==> config.mk <==
export PLATFORM = sky130hd
export DESIGN_NAME = stepper_cmd_sequencer
export DESIGN_NICKNAME = d
export VERILOG_FILES = /design/src/rtl/stepper_pkg.sv /design/src/rtl/step_prescaler.sv /design/src/rtl/stepper_cmd_sequencer.sv
export SDC_FILE = /design/constraint.sdc
export NUM_CORES = 1
export LEC_CHECK = 0
export BUFFER_PORTS_ARGS = -buffer_cell sky130_fd_sc_hd__clkbuf_2
export CORE_ASPECT_RATIO = 1.25
export CORE_UTILIZATION = 48
export DETAILED_ROUTE_END_ITERATION = 10
export GPL_ROUTABILITY_DRIVEN = 0
export GPL_TIMING_DRIVEN = 1
export MAX_ROUTING_LAYER = met4
export PLACE_DENSITY = 0.71
export SETUP_SLACK_MARGIN = 0.3
export SLEW_MARGIN = 20
export SYNTH_ARGS = -nofsm -noshare
export SYNTH_HDL_FRONTEND = slang
export SYNTH_SLANG_ARGS = --single-unit
==> constraint.sdc <==
create_clock -name clk -period 2.3 [get_ports clk]
set_clock_uncertainty 0.2 [all_clocks]
set_input_delay 0.46 -clock clk [delete_from_list [all_inputs] [get_ports clk]]
set_output_delay 0.46 -clock clk [all_outputs]
set_load 0.1 [all_outputs]
==> src/rtl/stepper_pkg.sv <==
// Shared types and constants for the stepper command sequencer.
//   state_e     : sequencer FSM states (idle / running a move)
//   PhaseTable  : gray-coded phase drive indexed by the 2-bit phase index
//   DirFwd/Rev  : encoding of the command direction bit
//   next_index  : one gray step forward or backward with 2-bit wrap
package stepper_pkg;

  typedef enum logic {
    StIdle,
    StRun
  } state_e;

  localparam logic DirFwd = 1'b1;
  localparam logic DirRev = 1'b0;

  // Element [i] is the drive pattern for phase index i: 00, 01, 11, 10.
  localparam logic [3:0][1:0] PhaseTable = {2'b10, 2'b11, 2'b01, 2'b00};

  function automatic logic [1:0] next_index(input logic [1:0] idx, input logic dir);
    logic [1:0] nxt;
    if (dir == DirFwd) nxt = idx + 2'd1;
    else               nxt = idx - 2'd1;
    return nxt;
  endfunction

endpackage

==> src/rtl/step_prescaler.sv <==
// Step-period prescaler.
// Counts 0..CLK_DIV-1 while run is high and wraps; the count is held at zero
// whenever run is low so every move starts a full period from acceptance.
// Ports:
//   clk   : system clock
//   reset : asynchronous active-low reset
//   run   : enable counting (sequencer is in RUN)
//   tick  : one-cycle pulse while the count sits at its terminal value
module step_prescaler #(
  parameter int unsigned CLK_DIV = 50000000
) (
  input  logic clk,
  input  logic reset,
  input  logic run,
  output logic tick
);

  localparam int unsigned CntW = (CLK_DIV > 2) ? $clog2(CLK_DIV) : 1;
  localparam logic [CntW-1:0] CntLast = CntW'(CLK_DIV - 1);

  logic [CntW-1:0] cnt_q;
  logic [CntW-1:0] cnt_d;

  always_comb begin
    cnt_d = cnt_q;
    if (!run)                 cnt_d = '0;
    else if (cnt_q == CntLast) cnt_d = '0;
    else                      cnt_d = cnt_q + CntW'(1);
  end

  always_ff @(posedge clk or negedge reset) begin
    if (!reset) cnt_q <= '0;
    else        cnt_q <= cnt_d;
  end

  assign tick = run && (cnt_q == CntLast);

endmodule

==> src/rtl/stepper_cmd_sequencer.sv <==
// Command-driven sequencer for the 2-bit gray-coded phase drive.
// Accepts a move (direction + step count) on a valid/ready handshake, paces
// steps with step_prescaler and advances the phase one gray step per period.
// Optional build macro: POS_TRACK_EN adds a signed position counter
// (output position) and a synchronous clear input (pos_clear).
// Ports:
//   clk, reset          : clock, asynchronous active-low reset
//   cmd_valid/cmd_ready : command handshake, ready only while idle
//   cmd_dir, cmd_steps  : 1 = forward / 0 = reverse, number of steps
//   abort               : stop the current move
//   phase               : gray-coded drive phase
//   busy                : move in progress
//   done, aborted       : one-cycle completion / abort pulses
//   steps_left          : remaining steps of the current move
module stepper_cmd_sequencer
  import stepper_pkg::*;
#(
  parameter int unsigned CLK_DIV = 50000000,
  parameter int unsigned STEP_W  = 8,
  parameter int unsigned POS_W   = 16
) (
  input  logic              clk,
  input  logic              reset,
  input  logic              cmd_valid,
  output logic              cmd_ready,
  input  logic              cmd_dir,
  input  logic [STEP_W-1:0] cmd_steps,
  input  logic              abort,
  output logic [1:0]        phase,
  output logic              busy,
  output logic              done,
  output logic              aborted,
  output logic [STEP_W-1:0] steps_left
`ifdef POS_TRACK_EN
  ,
  input  logic                    pos_clear,
  output logic signed [POS_W-1:0] position
`endif
);

  // Elaboration-time sanity on the configuration.
  if (CLK_DIV < 2) begin : g_bad_clk_div
    $error("CLK_DIV must be at least 2");
  end
  if (POS_W < 2) begin : g_bad_pos_w
    $error("POS_W must be at least 2");
  end

  state_e            state_q;
  logic [1:0]        idx_q;
  logic [1:0]        phase_q;
  logic              dir_q;
  logic [STEP_W-1:0] steps_left_q;
  logic              done_q;
  logic              aborted_q;

  logic       run;
  logic       tick;
  logic [1:0] idx_next;
  logic       step_fire;

  assign run       = (state_q == StRun);
  assign idx_next  = next_index(idx_q, dir_q);
  // Abort wins over a coincident terminal count, so no step is taken.
  assign step_fire = run && tick && !abort;

  step_prescaler #(
    .CLK_DIV (CLK_DIV)
  ) u_prescaler (
    .clk   (clk),
    .reset (reset),
    .run   (run),
    .tick  (tick)
  );

  always_ff @(posedge clk or negedge reset) begin
    if (!reset) begin
      state_q      <= StIdle;
      idx_q        <= 2'd0;
      phase_q      <= 2'b00;
      dir_q        <= DirFwd;
      steps_left_q <= '0;
      done_q       <= 1'b0;
      aborted_q    <= 1'b0;
    end else begin
      done_q    <= 1'b0;
      aborted_q <= 1'b0;
      case (state_q)
        StIdle: begin
          // abort is ignored here; an offered command is still taken.
          if (cmd_valid) begin
            dir_q        <= cmd_dir;
            steps_left_q <= cmd_steps;
            if (cmd_steps == '0) done_q  <= 1'b1;
            else                 state_q <= StRun;
          end
        end
        StRun: begin
          if (abort) begin
            state_q   <= StIdle;
            aborted_q <= 1'b1;
          end else if (tick) begin
            idx_q        <= idx_next;
            phase_q      <= PhaseTable[idx_next];
            // steps_left is at least 1 throughout RUN, so this cannot wrap.
            steps_left_q <= steps_left_q - STEP_W'(1);
            if (steps_left_q == STEP_W'(1)) begin
              state_q <= StIdle;
              done_q  <= 1'b1;
            end
          end
        end
        default: state_q <= StIdle;
      endcase
    end
  end

  assign cmd_ready  = (state_q == StIdle);
  assign busy       = run;
  assign phase      = phase_q;
  assign done       = done_q;
  assign aborted    = aborted_q;
  assign steps_left = steps_left_q;

`ifdef POS_TRACK_EN
  logic signed [POS_W-1:0] pos_q;

  always_ff @(posedge clk or negedge reset) begin
    if (!reset) begin
      pos_q <= '0;
    end else if (pos_clear) begin
      pos_q <= '0;
    end else if (step_fire) begin
      if (dir_q == DirFwd) pos_q <= pos_q + POS_W'(1);
      else                 pos_q <= pos_q - POS_W'(1);
    end
  end

  assign position = pos_q;
`endif

endmodule

==> impl_table.tex <==
\begin{tabular}{lr}
\hline
Metric & Value \\
\hline
\multicolumn{2}{l}{\textbf{STA}} \\
\quad Worst-case hold slack & about 0.16 ns \\
\quad Setup slack of the critical path after layout & 0.0812 ns \\
\quad Transition time at the pin with the least slew margin & 0.581 ns \\
\quad RSZ-0062 raised after global routing & true \\
\quad Share of the cycle needed by the critical path after routing & $\sim$96\% \\
\quad Shortest period the worst path allows & between 2 and 2.5 ns \\
\quad Setup TNS & 0 ns \\
\quad Count of final setup violators & 0 \\
\quad Relative slew margins & around three fifths \\
\quad Pins over their slew limit & 0 \\
\quad Fmax & roughly 450 MHz \\
\quad Final number of hold-violating endpoints & 0 \\
\multicolumn{2}{l}{\textbf{Routing}} \\
\quad Via density per instance & approximately 6 \\
\quad DRC errors left & 0 \\
\quad TritonRoute pass-1 iters & 4 \\
\quad Overall via count from detail\_route & $\sim$2,000 \\
\quad Final routed wirelength across all metal layers & roughly 6300 um \\
\quad Post-DR wirelength/cell & 18.1 um \\
\quad DRC marker count from the first detailed-route iteration & 95 \\
\quad Antenna Nets Post-Route & 0 \\
\multicolumn{2}{l}{\textbf{CTS}} \\
\quad Sinks on the clock net & 41 \\
\quad Master cell of the clock root buffer & clkbuf\_8 \\
\quad TritonCTS clock tree & done \\
\quad Maximum root-to-sink buffer count & 2 \\
\quad Clock latency on the worst-skew pair & approximately 0.3 ns \\
\quad H-Tree Depth & 2 \\
\quad Clock buffers created by TritonCTS & 5 \\
\quad CTS clk-pin slew, worst paths & $\sim$0.08 ns \\
\multicolumn{2}{l}{\textbf{Setup path}} \\
\quad Critical Path Sink Type & flip-flop \\
\quad Critical Path RT & between 2 and 2.5 ns \\
\quad Worst path arrival time & 2.20 ns \\
\quad Startpoint Class & flip-flop \\
\quad Critical path class & flip-flop to flip-flop \\
\quad Max incr delay on CP & between 0.4 and 0.5 ns \\
\quad Critical-path cell with the highest stage delay & or4\_4 \\
\quad Maximum fanout count along the critical path & 6 \\
\quad Cells along the critical path & nor4b\_2 -> nand4\_1 -> buf\_4 -> or4\_4 -> nand2\_4 -> buf\_6 -> clkbuf\_16 -> nor2\_4 \\
\multicolumn{2}{l}{\textbf{Worst hold path}} \\
\quad Class of the most critical hold timing path & input pin to flip-flop \\
\multicolumn{2}{l}{\textbf{Synth}} \\
\quad Synthesized instance count & about 220 \\
\quad Synthesized Nets & 240 \\
\quad Share of flip-flops with an asynchronous set or reset & 100\% \\
\quad Yosys top cell area share & a little under half \\
\quad Part of the Yosys area used for sequential elements & between 40\% and 50\% \\
\quad Mean instance size in the synthesized netlist & between 9 and 10 sq um \\
\quad Cell variety after synth & 43 \\
\quad Netlist Area Pre-Place & 2200 sq um \\
\quad Number of flops mapped to enable cells by yosys & 0 \\
\quad Top cells by area in the synthesized netlist & dfrtp\_1 (45\%), xor2\_1 (8.0\%), nor2\_1 (4.8\%) \\
\quad Most used flip-flop cell after synthesis & dfrtp\_1 \\
\quad Leading area contributor after synthesis & dfrtp\_1 \\
\quad Synthesis-stage register bit count & between 40 and 50 \\
\quad Warnings from Yosys & 0 \\
\multicolumn{2}{l}{\textbf{Finish}} \\
\quad Count of inserted antenna diode cells & 0 \\
\quad Post-route non-filler standard cell count & roughly 350 \\
\quad Area used by sequential logic in the layout & between 1000 and 1500 sq um \\
\quad Area growth syn-to-layout & 48.1\% \\
\quad Most used cells in the layout excluding fill and tap cells & dfrtp\_1 (31), buf\_4 (31), clkbuf\_2 (25) \\
\quad Net total in the final layout & about 300 \\
\quad Multi-input gate area & 1440 sq um \\
\quad Fraction of layout cells with a size suffix above 1 & about 49\% \\
\quad Number of fill cells & around 310 \\
\multicolumn{2}{l}{\textbf{Pwr}} \\
\quad Leakage power & $\sim$1.4 nW \\
\quad Maximum vdd ir drop & about 0.37 mV \\
\quad Power density cells & 655 nW/um\^{}2 \\
\quad Total power of the final layout & 0.00214 W \\
\multicolumn{2}{l}{\textbf{GRT}} \\
\quad GRT Overall Usage & 25.4\% \\
\quad Total congestion overflow & 0 \\
\quad Number of global-route vias before repair & between 1,500 and 2,000 \\
\quad Wire length of the first global-routing pass & $\sim$9200 um \\
\quad Maximum number of pins on one net before global-route repair & 22 \\
\quad Antenna violations before repair & 0 \\
\multicolumn{2}{l}{\textbf{Floorplanning}} \\
\quad Die area & roughly 5000 sq um \\
\quad Number of rows created at floorplan & 27 \\
\quad Die Wd & around 63 um \\
\quad Initial core utilization & around half \\
\quad Ports & 27 \\
\quad Floorplan die height & between 70 and 80 um \\
\quad Core Region & roughly 4400 sq um \\
\multicolumn{2}{l}{\textbf{Place}} \\
\quad Post-Place Worst Slack & 0.0682 ns \\
\quad HPWL reported at the end of detailed placement & approximately 3700 um \\
\quad Count of buffers from port buffering & 26 \\
\quad Number of placed instances, taps included & 317 \\
\multicolumn{2}{l}{\textbf{Status}} \\
\quad Outcome & completed \\
\multicolumn{2}{l}{\textbf{Job}} \\
\quad Maximum Capacitance Violations & 0 \\
\hline
\end{tabular}
cells in the mapped netlist (all sizes together), types with 5 or more instances:
master,count
xnor2,10
o32ai,5
o21ai,5
or4,5
dfrtp,40
a21oi,6
xor2,20
nor4,6
nand2,18
nand3,11
and4,7
clkbuf,6
and3,7
nand4,10
nor2,28
report_power, final:
| part | switching, W | internal [W] | leakage [nW] |
|---|---|---|---|
| Sequential | 0.0000625 | 0.000787 | 0.534 |
| Combinational | 0.000564 | 0.000256 | 0.815 |
| Clock | 0.000257 | 0.000211 | 0.0450 |
| Total | 0.000883 | 0.00125 | 1.39 |
worst max-delay path, delay by kind of cell, from the launching register on:
kind | cells | cell delay [ns]
buffers and inverters | 3 | 0.47
and+or+nand+nor | 5 | 1.04
DFF | 1 | 0.40
sequential cells by signal, indices dropped and copies added (netlist names):
register,flops
u_prescaler.cnt_q,26
steps_left,8
idx_q,2
aborted,1
busy,1
dir_q,1
done,1
phase,1
worst paths after layout:
check	to	slack (ns)	from	cells after the start
worst max register to register	u_prescaler.cnt_q[24]$_DFF_PN0_	0.08	u_prescaler.cnt_q[8]$_DFF_PN0_	8
worst max-delay path	u_prescaler.cnt_q[24]$_DFF_PN0_	0.08	u_prescaler.cnt_q[8]$_DFF_PN0_	8
worst min-delay path	dir_q$_DFFE_PN1P_	0.16	cmd_dir	3
max in group asynchronous	dir_q$_DFFE_PN1P_	0.83	reset	3
worst min register to register	dir_q$_DFFE_PN1P_	0.29	dir_q$_DFFE_PN1P_	2
min in group asynchronous	idx_q[1]$_DFFE_PN0P_	0.48	reset	2
cell families after synthesis:
kind of cell	Yosys count	share of synthesized area (%)
fa+ha+maj	3	1.70
simple gates	110	28.3
xor+xnor	30	11.9
mux	2	1.14
compound gates	24	7.55
flops	41	46.6
buf+inv	14	2.73
layout make-up:
| cell class | instances | area share [%] |
|---|---|---|
| Inverter | 4 | 0.575 |
| Clock buffer | 6 | 2.22 |
| Clock inverter | 2 | 0.307 |
| Sequential cell | 41 | 32.1 |
| Tap cell | 58 | 2.22 |
| Multi-Input combinational cell | 169 | 44.0 |
| Timing Repair Buffer | 71 | 18.6 |
per-stage QoR:
step / cell area (sq um) / util [%]
after global routing: 3260 / 74.3
after floorplan: 2310 / -
after detailed placement: 2630 / 59.9
after global placement: 2630 / 59.9
after CTS: 2960 / 67.5
final: 3260 / 74.3
repair_timing:
item,4_1_cts,5_1_grt
hold buffers,1,0
pin swaps,11,32
hold endpoints to repair,20,0
gates resized for setup,16,57
buffers inserted,15,7
endpoints found under the setup margin,36,39
gates cloned,2,1
per-layer routing:
| metal | share of wire (%) | wire, um | vias to the layer above | GRT usage (%) |
|---|---|---|---|---|
| met5 | 0 | 0 | - | - |
| met4 | 3.0 | 189 | 0 | 10.2 |
| met3 | 3.2 | 204 | 18 | 5.44 |
| met2 | 53 | 3380 | 65 | 43.3 |
| met1 | 41 | 2570 | 1026 | 29.0 |
| li1 | - | - | 937 | - |
(Power assumes the default switching activity.)
